===== config.mk =====
export PLATFORM = sky130hd
export DESIGN_NAME = y_drain
export DESIGN_NICKNAME = d
export VERILOG_FILES = /design/src/rtl/y_drain.sv
export SDC_FILE = /design/constraint.sdc
export NUM_CORES = 1
export LEC_CHECK = 0
export ABC_CLOCK_PERIOD_IN_PS = 1910
export CORE_ASPECT_RATIO = 0.8
export CORE_MARGIN = 1.5
export CORE_UTILIZATION = 40
export DETAILED_ROUTE_END_ITERATION = 7
export HOLD_SLACK_MARGIN = 0.03
export PLACE_DENSITY_LB_ADDON = 0.1
export SYNTH_ARGS = -nofsm -noshare
export SYNTH_HDL_FRONTEND = slang
export SYNTH_SLANG_ARGS = --single-unit
export TNS_END_PERCENT = 20

===== constraint.sdc =====
create_clock -name clk -period 1.91 [get_ports clk]
set_input_delay 0.573 -clock clk [delete_from_list [all_inputs] [get_ports clk]]
set_output_delay 0.573 -clock clk [all_outputs]
set_load 0.01 [all_outputs]

===== src/rtl/y_drain.sv =====
// y_drain: buffers whole (h*p) vectors in a small FIFO and drains them one
// DW-bit lane per beat on a valid/ready stream, lanes in ascending order.
//
// Ports
//   clk        single clock, rising edge
//   rstn       asynchronous active-low reset
//   valid_i    y_i valid for one cycle (no backpressure to the source)
//   y_i        N*DW-bit vector, lane k at bits DW*(k+1)-1 : DW*k
//   m_valid_o  output stream valid
//   m_ready_i  output stream ready
//   m_data_o   current lane element (0 while empty)
//   m_lane_o   lane index of m_data_o
//   m_last_o   high on lane N-1 of a vector
//   count_o    vectors stored, partially drained head included
//   full_o     count_o == DEPTH
//   ovf_o      sticky: an input vector was dropped
//   clr_ovf_i  synchronous clear of ovf_o (a same-cycle drop wins)
module y_drain #(
  parameter int unsigned DW     = 16,
  parameter int unsigned H_TILE = 1,
  parameter int unsigned P_TILE = 1,
  parameter int unsigned DEPTH  = 4
) (
  input  logic                                    clk,
  input  logic                                    rstn,
  input  logic                                    valid_i,
  input  logic [H_TILE*P_TILE*DW-1:0]             y_i,
  output logic                                    m_valid_o,
  input  logic                                    m_ready_i,
  output logic [DW-1:0]                           m_data_o,
  output logic [((H_TILE*P_TILE) > 1 ? $clog2(H_TILE*P_TILE) : 1)-1:0] m_lane_o,
  output logic                                    m_last_o,
  output logic [$clog2(DEPTH):0]                  count_o,
  output logic                                    full_o,
  output logic                                    ovf_o,
  input  logic                                    clr_ovf_i
);

  localparam int unsigned N  = H_TILE * P_TILE;
  localparam int unsigned LW = (N > 1) ? $clog2(N) : 1;
  localparam int unsigned AW = $clog2(DEPTH);
  localparam int unsigned CW = AW + 1;

  localparam logic [LW-1:0] LastLane = LW'(N - 1);
  localparam logic [CW-1:0] DepthCnt = CW'(DEPTH);

  // Vector storage; no reset needed, the output mux masks it while empty.
  logic [N*DW-1:0] mem_q [DEPTH];

  logic [AW-1:0] wr_ptr_q, wr_ptr_d;
  logic [AW-1:0] rd_ptr_q, rd_ptr_d;
  logic [CW-1:0] count_q,  count_d;
  logic [LW-1:0] lane_q,   lane_d;
  logic          ovf_q,    ovf_d;

  logic          not_empty;
  logic          is_full;
  logic          is_last;
  logic          fire;
  logic          pop;
  logic          wr_en;
  logic          drop;
  logic [N*DW-1:0] head;
  logic [DW-1:0]   lane_data;

  // Handshake decode
  always_comb begin
    not_empty = (count_q != '0);
    is_full   = (count_q == DepthCnt);
    is_last   = (lane_q == LastLane);
    fire      = not_empty && m_ready_i;
    pop       = fire && is_last;
    // A pop frees the head slot at the same edge, so a full FIFO can still accept.
    wr_en     = valid_i && (!is_full || pop);
    drop      = valid_i && is_full && !pop;
  end

  // Next-state logic
  always_comb begin
    wr_ptr_d = wr_ptr_q;
    rd_ptr_d = rd_ptr_q;
    count_d  = count_q;
    lane_d   = lane_q;
    ovf_d    = ovf_q;

    if (wr_en) begin
      wr_ptr_d = wr_ptr_q + 1'b1;
    end
    if (pop) begin
      rd_ptr_d = rd_ptr_q + 1'b1;
    end

    unique case ({wr_en, pop})
      2'b10:   count_d = count_q + 1'b1;
      2'b01:   count_d = count_q - 1'b1;
      default: count_d = count_q;
    endcase

    if (pop) begin
      lane_d = '0;
    end else if (fire) begin
      lane_d = lane_q + 1'b1;
    end

    // Drop takes priority over a same-cycle clear.
    if (drop) begin
      ovf_d = 1'b1;
    end else if (clr_ovf_i) begin
      ovf_d = 1'b0;
    end
  end

  always_ff @(posedge clk or negedge rstn) begin
    if (!rstn) begin
      wr_ptr_q <= '0;
      rd_ptr_q <= '0;
      count_q  <= '0;
      lane_q   <= '0;
      ovf_q    <= 1'b0;
    end else begin
      wr_ptr_q <= wr_ptr_d;
      rd_ptr_q <= rd_ptr_d;
      count_q  <= count_d;
      lane_q   <= lane_d;
      ovf_q    <= ovf_d;
    end
  end

  always_ff @(posedge clk) begin
    if (wr_en) begin
      mem_q[wr_ptr_q] <= y_i;
    end
  end

  // Lane select from the head vector
  always_comb begin
    head      = mem_q[rd_ptr_q];
    lane_data = '0;
    for (int k = 0; k < int'(N); k++) begin
      if (lane_q == LW'(k)) begin
        lane_data = head[k*DW +: DW];
      end
    end
  end

  always_comb begin
    m_valid_o = not_empty;
    m_data_o  = not_empty ? lane_data : '0;
    m_lane_o  = lane_q;
    // Gated by valid so it reads 0 in reset/empty even when N == 1.
    m_last_o  = not_empty && is_last;
    count_o   = count_q;
    full_o    = is_full;
    ovf_o     = ovf_q;
  end

endmodule


==> After elaboration in Yosys (flattened, before gate mapping) <==
Memories as Yosys holds them, arrays and structs flattened.
Cells that the tools add are included.
{ "totals": {"ramBits": 64, "input_bits": 21, "out_inout_bits": 24, "register_bits": 9, "word_cells": 37, "n_memories": 1} }
{ "op_classes": {"reduce_logical": 13, "add_sub_neg": 5, "mux": 9, "n_bitwise": 1, "eq_ne": 3} }
{ "memory_table": {"columns": ["memory", "depth", "width", "read_ports", "rd_ports_with_merged_regs", "write_ports", "line", "text"], "rows": [
  ["mem_q", 4, 16, 1, 0, 1, "48", "logic [N*DW-1:0] mem_q [DEPTH];"]
]} }
{ "op_table": {"columns": ["op", "n"], "rows": [
  ["16-bit 2-to-1 mux", 2],
  ["1-bit logical AND", 6],
  ["1-bit 2-to-1 mux", 6],
  ["3-bit one-hot mux with 2 select lines", 1],
  ["2-bit nonzero test", 3],
  ["2-bit by 1-bit adder with 2-bit output, second input constant", 2],
  ["3-bit by 1-bit adder with 3-bit output, second input constant", 1],
  ["3-bit == test, second input constant", 1],
  ["3-bit nonzero test", 1],
  ["3-bit by 1-bit subtractor with 3-bit output, second input constant", 1],
  ["2-bit by 1-bit == test with 1-bit output, second input constant", 1],
  ["2-bit == test, second input constant", 1],
  ["1-bit zero test", 2],
  ["1-bit adder, second input constant", 1],
  ["1-bit logical OR", 1],
  ["1-bit NOT", 1]
]} }

==> Logic depth before layout (Yosys ltp) <==
Gate-level depths: netlist of run 1.
{ "depth": {"depth_word": 7, "ltp_mapped": 7, "ltp_nobuf": 7} }

==> Least setup slack after synthesis of run 1 <==
No wires, ideal clock.
{ "synth_timing": {"path_type": "input-to-reg", "startpoint": "input port valid_i", "endpoint": "register count_q[2] (netlist: count_o[2])", "stages": 7, "t_required_ps": 1784, "path_slack_ps": -307, "setup_time_ps": 126, "arrival_ps": 2090, "path_cell_list": "buf_4 or3_1 fa_1 and2b_1 nand3b_1 a21oi_1 a311o_1"} }
{ "synth_via": {"elab_chain_cells": 3, "word_cells_on_any_way": 5, "classes_between": "eq/ne (2); mux (1); reduce/logical (2)"} }
{ "synth_rtl": {"columns": ["item", "line", "text"], "rows": [
  ["start: declaration", "26", "input logic valid_i,"],
  ["1-bit logical AND *", "74", "wr_en = valid_i && (!is_full || pop);"],
  ["2-bit by 1-bit == test with 1-bit output / 2-bit == test (equally long branches)", "93", "unique case ({wr_en, pop})"],
  ["3-bit one-hot mux with 2 select lines / 2-bit nonzero test (equally long branches)", null, null],
  ["end signal: assignment", "123", "count_q <= count_d;"],
  ["end: declaration", "52", "logic [CW-1:0] count_q, count_d;"]
]} }
Every way passes the cells marked *; elsewhere a longest branch is shown, timed or not.
A chain may end at the register's enable or synchronous reset.

==> Worst setup path in the final report of run 1 <==
{ "layout_timing": {"startpoint": "register rd_ptr_q[0]", "endpoint": "output port m_data_o[11]"} }
{ "layout_via": {"elab_chain_cells": 3} }
{ "layout_rtl": {"columns": ["item", "line", "text"], "rows": [
  ["start: declaration", "51", "logic [AW-1:0] rd_ptr_q, rd_ptr_d;"],
  ["start signal: assignment", "122", "rd_ptr_q <= rd_ptr_d;"],
  ["memory 4 x 16 bit", null, null],
  ["16-bit 2-to-1 mux", "140", "if (lane_q == LW'(k)) begin"],
  ["16-bit 2-to-1 mux", "148", "m_data_o = not_empty ? lane_data : '0;"],
  ["end: declaration", "30", "output logic [DW-1:0] m_data_o,"]
]} }
No other way between the ends.

==> flow_summary.ini, run 1 <==
[synth]
syn_area_per_cell_um2 = 19.6
ys_ff_latch = 73
synth_edf_count = 64
ys.flop_type = edfxtp_1
async_flop_share_pct = 12.3
synth_seq_area_share_pct = 68.6
yosysWarnings = 0
syn_nets = 186
netlist_top_cells_area = edfxtp_1 (61%), dfrtp_1 (7.2%), mux4_1 (6.7%)
yosysTopAreaCell = edfxtp_1
yosysUniqueCellTypes = 35
synth_area_um2 = 3130
synth_top_area_share_pct = 61.4
syn_inst = 160

[power]
p_leak_nw = 1.60
p_switching_w = 0.00206
combPwrFrac_pct = 49.8
switching_share_pct = 31.4
power_frac_seq_pct = 34.3
clkPwrFrac_pct = 15.9
powerDensity_nw_per_um2 = 1560
vdd_drop_max_mv = 0.684
p_int_w = 0.00452

[route]
num_vias = 1725
wl_per_cell_um = 16.7
first_pass_iters = 4
vias_per_cell = 4.78
drt_iter0_drc = 111
drc_errors = 0
routed_wl_mm = 6.03
postRouteAntennaNets = 0

[floorplan]
die_height_um = 82.1
rows = 28
initial_core_util_pct = 41.8
die_area_um2 = 8370
fp.dieW_um = 102
ioPinCount = 45
core-area_um2 = 7500

[timing]
fin_crit_sh_pct = 119
setup_viol = 19
tns_ps = -5670
fin_ws_ps = -358
rsz0062_at_grt = yes
slew_viol_final = 0
slew_headroom_pct = 70.3
period_minus_slack_ps = 2270
hold_viol = 0
fin_skew_ps = 7.31
timing.fmax_ghz = 0.441
tightest_slew_ps = 443

[setup_path]
crit_path_max_incr_delay_ps = 500
ff2ff_path_depth = 8
critPathKind = reg -> out
path_max_fanout = 8
worstPathCellList = buf_12 -> mux4_2 -> and2b_1 -> buf_2
cp_slowest_cell = mux4_2
path_buf_inv = 2
start_kind = register
reg2reg_slack_ps = -130
crit_start = rd_ptr_q[0]
setup.worst_path.end_class = output port
regToRegEndpoint = count_o[2]
crit-reg2reg-launch = count_o[1]
cp_top_family = multiplexers
critPathArrivalTime_ps = 1690
worstPathRequired_ps = 1340

[layout]
area_growth_pct = 34.9
drive_gt1_share_pct = 44.5
utilization_pct = 56.3
regArea_um2 = 2150
n_fill_cell = 604
final_cell_count_no_fill = 361
multi_input_area_um2 = 908
final_common_cell = edfxtp_1
layout_common_cells = edfxtp_1 (64), buf_4 (31), clkdlybuf4s50_1 (19)
fin_area_um2 = 4220
num_antenna_cells = 0
fin_nets = 277

[clock_network]
cts_tree = built
cts_root_buf = clkbuf_8
cts_buffer_depth = 2
path_clk_slew_ps = 70
cts_sinks = 73
cts-buffers-inserted = 9
clk_latency_ps = 340
holdBufCountCts = 0
h-tree-depth = 3

[place]
dpl.cell_count = 335
place_hpwl_mm = 4.21
gp_congestion = 0.743
place_ws_ps = -715
io_buffers = 44
dpl_cell_area_um2 = 3970

[global_routing]
grt_remaining_overflow = 0
grt_antenna_before_repair = 0
grt_pass1_vias = 1916
grt_pass1_wl_mm = 9.92
grt_max_degree = 14
grt_usage_pct = 16.7

[status]
status = finished with violations
violations = setup timing

[flow_run]
cap_viol_max_count = 0

[min_path]
hold_path_class = in -> async
-- flip-flops by register name, summed over array words and instances, names as in the netlist --
register,cells
count_o,3
m_lane_o,1
mem_q,64
ovf_o,1
rd_ptr_q,2
wr_ptr_q,2
-- cell usage after synthesis (4+ instances only) --
cell	n
inv_1	7
and2b_1	5
edfxtp_1	64
and2_1	4
dfrtp_1	9
nor2b_4	8
ha_1	4
mux4_2	8
nor2b_1	5
mux4_1	8
-- timing repair --
item	in CTS	in global routing
pin swaps	2	1
setup buffers	9	3
endpoints found under the setup margin	25	20
gates resized for setup	102	22
-- how the worst max path moves through the flow --
| stage | to | slack [ps] | depth (start not counted) |
|---|---|---|---|
| 2_1_floorplan | count_o[2] | -210 | 7 |
| 3_3_place_gp | count_o[2] | -640 | 8 |
| 3_5_place_dp | count_o[2] | -710 | 8 |
| 4_1_cts | m_data_o[0] | -430 | 7 |
| 5_1_grt | m_data_o[11] | -460 | 7 |
| 6_report | m_data_o[11] | -360 | 4 |
-- power by group through the flow --
stage / Combinational, W / Sequential (W) / Clock (W)
global placement: 0.00299 / 0.00224 / 0
floorplan: 0.00158 / 0.00227 / 0
global route: 0.00355 / 0.00229 / 0.00115
CTS: 0.00311 / 0.00223 / 0.00107
finish: 0.00328 / 0.00226 / 0.00104
detailed placement: 0.00305 / 0.00227 / 0
-- layer usage --
layer	part of all wire, %	routed length, um	GRT usage, %	up-vias
met1	44	2670	21.8	874
met2	50	3030	26.5	40
li1	-	-	-	802
met5	0	0	0	-
met3	4.0	243	4.46	9
met4	1.4	85	7.40	0
-- per-stage QoR --
step | power (W) | hold WS [ps]
global route | 0.00699 | 548
finish | 0.00658 | 538
CTS | 0.00642 | 542
floorplan | 0.00386 | 277
detailed placement | 0.00532 | 529
global placement | 0.00523 | 524
-- cell type report --
| cell class | instances | area share [%] |
|---|---|---|
| Sequential cell | 73 | 50.9 |
| Multi-Input combinational cell | 74 | 21.5 |
| Clock inverter | 6 | 1.04 |
| Clock buffer | 10 | 3.02 |
| Tap cell | 105 | 3.11 |
| Inverter | 7 | 0.681 |
| Timing Repair Buffer | 86 | 19.8 |
-- logic make-up after synthesis --
group | synth area share, %
XOR/XNOR | 1.40
AO/OA/AOI/OAI | 3.12
multiplexers | 12.8
adder cells (fa/ha/maj) | 2.24
flip-flops | 68.6
buffers and inverters | 2.76
AND/OR/NAND/NOR | 9.07
No activity file was read; power rests on OpenSTA's default activity.
==> run 2: changes to the inputs <==
--- a/config.mk
+++ b/config.mk
@@ -8,7 +8,8 @@
 export ABC_CLOCK_PERIOD_IN_PS = 1910
 export CORE_ASPECT_RATIO = 0.8
 export CORE_MARGIN = 1.5
-export CORE_UTILIZATION = 40
+export CORE_UTILIZATION = 39
+export CTS_BUF_LIST = sky130_fd_sc_hd__clkbuf_16
 export DETAILED_ROUTE_END_ITERATION = 7
 export HOLD_SLACK_MARGIN = 0.03
 export PLACE_DENSITY_LB_ADDON = 0.1
==> flow_summary.ini, run 2 (synthesized netlist as in run 1, its figures left out) <==
[status]
status = finished with violations
violations = setup timing

[power]
vdd_drop_max_mv = 0.672
p_leak_nw = 1.61
power_w = 0.00700
powerDensity_nw_per_um2 = 1640

[global_routing]
grt_max_degree = 17
grt_antenna_before_repair = 0
grt_usage_pct = 15.1
grt_pass1_vias = 1750
grt_remaining_overflow = 0
grt_pass1_wl_mm = 9.23

[timing]
fin_skew_ps = 3.49
rsz0062_at_grt = yes
tightest_slew_ps = 511
period_minus_slack_ps = 2280
hold_viol = 0
fin_ws_ps = -367
setup_viol = 18
slew_viol_final = 0
timing.fmax_ghz = 0.439
fin_crit_sh_pct = 119
tns_ps = -5480
slew_headroom_pct = 65.8

[route]
vias_per_cell = 4.71
drt_iter0_drc = 56
postRouteAntennaNets = 0
first_pass_iters = 4
wl_per_cell_um = 16.7
num_vias = 1671
drc_errors = 0
routed_wl_mm = 5.92

[clock_network]
cts_sinks = 73
h-tree-depth = 3
cts_root_buf = clkbuf_16
cts_buffer_depth = 2
path_clk_slew_ps = 50
cts-buffers-inserted = 9
clk_latency_ps = 330
cts_tree = built

[floorplan]
core-area_um2 = 7870
ioPinCount = 45
fp.dieW_um = 103
initial_core_util_pct = 39.8
rows = 29
die_height_um = 83.1
die_area_um2 = 8580

[layout]
fin_area_um2 = 4270
n_fill_cell = 650
layout_common_cells = edfxtp_1 (64), clkdlybuf4s50_1 (20), buf_6 (18)
area_growth_pct = 36.5
fin_nets = 268
utilization_pct = 54.3
multi_input_area_um2 = 906
largest_register_ffs = 64
top_register = mem_q
regArea_um2 = 2150
drive_gt1_share_pct = 40.9
num_antenna_cells = 0
final_common_cell = edfxtp_1

[place]
io_buffers = 44
place_ws_ps = -726
dpl_cell_area_um2 = 3900
gp_congestion = 0.847
place_hpwl_mm = 3.74

[setup_path]
path_max_fanout = 3
regToRegEndpoint = count_o[2]
cp_common_cell = buf_6
path_buf_inv = 3
crit-reg2reg-launch = count_o[1]
worstPathRequired_ps = 1340
start_kind = register
worstPathCellList = buf_6 -> buf_6 -> mux4_2 -> nor2b_4 -> buf_6
cp_top_family = multiplexers
setup.worst_path.end_class = output port
crit_path_max_incr_delay_ps = 480
critPathKind = reg -> out
reg2reg_slack_ps = -160
critPathArrivalTime_ps = 1700
cp_slowest_cell = mux4_2
ff2ff_path_depth = 8

[min_path]
hold_path_end = ovf_o
hold_path_class = reg -> reg
min_from = ovf_o
worstHoldPathCells = 2

[flow_run]
cap_viol_max_count = 0
[run 2: worst min-delay path, cell delays in order, from the launching register on]
cell and delay [ps]:
dfrtp_1 380, inv_1 60, o22ai_1 60
[run 2: metrics by stage]
stage	hold WS, ps	instances
floorplan	277	160
global placement	522	328
detailed placement	537	328
CTS	546	348
global route	571	355
finish	543	355
[run 2: metal layers]
layer / routed length (um) / part of all wire [%] / global-route usage [%] / vias to the layer above
met5: 0 / 0 / 0 / -
li1: - / - / - / 782
met4: 74 / 1.3 / 5.16 / 0
met3: 262 / 4.4 / 5.81 / 10
met1: 2510 / 42 / 18.2 / 835
met2: 3070 / 52 / 24.8 / 44
[run 2: worst max path at each step]
stage / start / to / slack, ps / cells past startpoint
finish: rd_ptr_q[0] / m_data_o[10] / -370 / 5
global route: rd_ptr_q[0] / m_data_o[10] / -430 / 5
CTS: rd_ptr_q[0] / m_data_o[5] / -420 / 5
detailed placement: m_ready_i / count_o[2] / -730 / 8
global placement: m_ready_i / count_o[2] / -660 / 8
floorplan: valid_i / count_o[2] / -210 / 7
[run 2: cell type report]
class / instances / share of cell area, %
Clock buffer: 9 / 5.27
Timing Repair Buffer: 77 / 18.0
Tap cell: 108 / 3.16
Inverter: 7 / 0.615
Multi-Input combinational cell: 74 / 21.2
Clock inverter: 7 / 1.46
Sequential cell: 73 / 50.3
[run 2: report_power, final]
part | switching (W) | internal (W) | leakage, nW
Clock | 0.000595 | 0.000997 | 0.146
Sequential | 0.000143 | 0.00212 | 0.696
Combinational | 0.00132 | 0.00182 | 0.764
[run 2: timing repair]
item	4_1_cts	5_1_grt
setup buffers	4	8
pin swaps	3	1
hold buffers	0	0
resized for setup	105	13
cloned	1	0
endpoints found under the hold margin	0	0
setup endpoints to repair	24	20
==> run 3: changes to the inputs <==
--- a/config.mk
+++ b/config.mk
@@ -7,7 +7,6 @@
 export LEC_CHECK = 0
 export ABC_CLOCK_PERIOD_IN_PS = 1910
 export CORE_ASPECT_RATIO = 0.8
-export CORE_MARGIN = 1.5
 export CORE_UTILIZATION = 39
 export CTS_BUF_LIST = sky130_fd_sc_hd__clkbuf_16
 export DETAILED_ROUTE_END_ITERATION = 7
==> flow_summary.ini, run 3 (synthesized netlist as in run 1, its figures left out) <==
[setup_path]
path_max_fanout = 7
ff2ff_path_depth = 8
reg2reg_slack_ps = -160
crit-reg2reg-launch = count_o[2]
critPathKind = reg -> out
critPathArrivalTime_ps = 1730
regToRegEndpoint = count_o[2]
setup.worst_path.end_class = output port
start_kind = register
worstPathRequired_ps = 1340

[global_routing]
grt_usage_pct = 15.1
grt_pass1_vias = 1754
grt_max_degree = 15
grt_remaining_overflow = 0
grt_antenna_before_repair = 0
grt_pass1_wl_mm = 8.92

[layout]
fin_area_um2 = 4280
largest_register_ffs = 64
area_growth_pct = 36.7
final_common_cell = edfxtp_1
final_cell_count_no_fill = 358
drive_gt1_share_pct = 41.9
num_antenna_cells = 0
layout_common_cells = edfxtp_1 (64), buf_4 (28), clkdlybuf4s50_1 (19)
regArea_um2 = 2150
multi_input_area_um2 = 897
top_register = mem_q
n_fill_cell = 611
fin_nets = 274

[place]
place_ws_ps = -686
dpl_cell_area_um2 = 3930
io_buffers = 44
dpl.cell_count = 332
gp_congestion = 0.802
place_hpwl_mm = 3.95

[timing]
setup_viol = 18
slew_viol_final = 0
fin_ws_ps = -398
period_minus_slack_ps = 2310
tightest_slew_ps = 459
rsz0062_at_grt = yes
slew_headroom_pct = 69.3
fin_crit_sh_pct = 121
timing.fmax_ghz = 0.433
hold_viol = 0
fin_skew_ps = 4.18

[route]
wl_per_cell_um = 15.9
drc_errors = 0
drt_iter0_drc = 74
routed_wl_mm = 5.69
postRouteAntennaNets = 0
vias_per_cell = 4.75
num_vias = 1700
first_pass_iters = 4

[min_path]
min_from = wr_ptr_q[1]
worstHoldPathCells = 1
hold_path_end = wr_ptr_q[1]
hold_path_class = reg -> reg

[clock_network]
cts_root_buf = clkbuf_16
cts_buffer_depth = 2
cts_tree = built
clk_latency_ps = 320
path_clk_slew_ps = 50
holdBufCountCts = 0
cts_sinks = 73
h-tree-depth = 3
cts-buffers-inserted = 9

[floorplan]
initial_core_util_pct = 41.4
core-area_um2 = 7570
rows = 28
die_area_um2 = 8390
fp.dieW_um = 102
ioPinCount = 45
die_height_um = 82.1

[power]
p_leak_nw = 1.64
powerDensity_nw_per_um2 = 1620
vdd_drop_max_mv = 0.623

[status]
status = finished with violations
violations = setup timing

[flow_run]
cap_viol_max_count = 0
-- run 3: changes by cell type in the layout (fill, tap and decap cells not counted), sizes merged --
cell / delta
dlygate4sd2: +1
inv: -1
buf: +7
clkinv: +1
clkdlybuf4s50: -1
clkbuf: -1
-- run 3: area by class of cell --
type / instances / area share [%]
clock inverters: 7 / 1.49
inverters: 7 / 0.614
flip-flops and latches: 73 / 50.2
clock buffers: 9 / 5.26
multi-input cells: 74 / 21.0
repair buffers: 83 / 18.4
well taps: 105 / 3.07
-- run 3: critical path: stages, from the launching register on --
cell,delay [ps]
dfrtp_1,400
buf_12,140
buf_12,100
mux4_2,480
and2b_1,160
buf_2,130
-- run 3: metal layers --
layer | global-route usage [%] | vias up | wire length [um] | part of all wire (%)
met1 | 17.9 | 860 | 2490 | 44
met2 | 26.1 | 42 | 2910 | 51
li1 | - | 794 | - | -
met5 | 0 | - | 0 | 0
met3 | 5.13 | 4 | 244 | 4.3
met4 | 4.86 | 0 | 47 | 0.83
-- run 3: what timing repair did --
item,4_1_cts,5_1_grt
resized for setup,106,4
setup endpoints to repair,25,19
buffers inserted,9,1
pin swaps,2,1
-- run 3: worst max-delay path by stage --
| stage | start | to | slack (ps) |
|---|---|---|---|
| after floorplan | valid_i | count_o[2] | -210 |
| after global placement | m_ready_i | count_o[2] | -630 |
| after detailed placement | m_ready_i | count_o[2] | -690 |
| after CTS | rd_ptr_q[0] | m_data_o[15] | -420 |
| after global routing | rd_ptr_q[0] | m_data_o[4] | -470 |
| final | rd_ptr_q[0] | m_data_o[15] | -400 |
-- run 3: report_power, final --
group | switching, W | internal, W | total (W) | leakage, nW
logic | 0.00130 | 0.00182 | 0.00312 | 0.792
registers | 0.000141 | 0.00212 | 0.00226 | 0.697
clock network | 0.000571 | 0.000996 | 0.00157 | 0.148
-- run 3: metrics by stage --
| step | TNS (ps) | util [%] | hold WS [ps] | total power [W] |
|---|---|---|---|---|
| 5_1_grt | -7240 | 56.6 | 599 | 0.00731 |
| 3_3_place_gp | -23180 | 52.0 | 527 | 0.00518 |
| 3_5_place_dp | -24590 | 52.0 | 549 | 0.00524 |
| 6_report | -6080 | 56.6 | 558 | 0.00695 |
| 2_1_floorplan | -209 | - | 277 | 0.00386 |
| 4_1_cts | -6320 | 56.2 | 564 | 0.00696 |
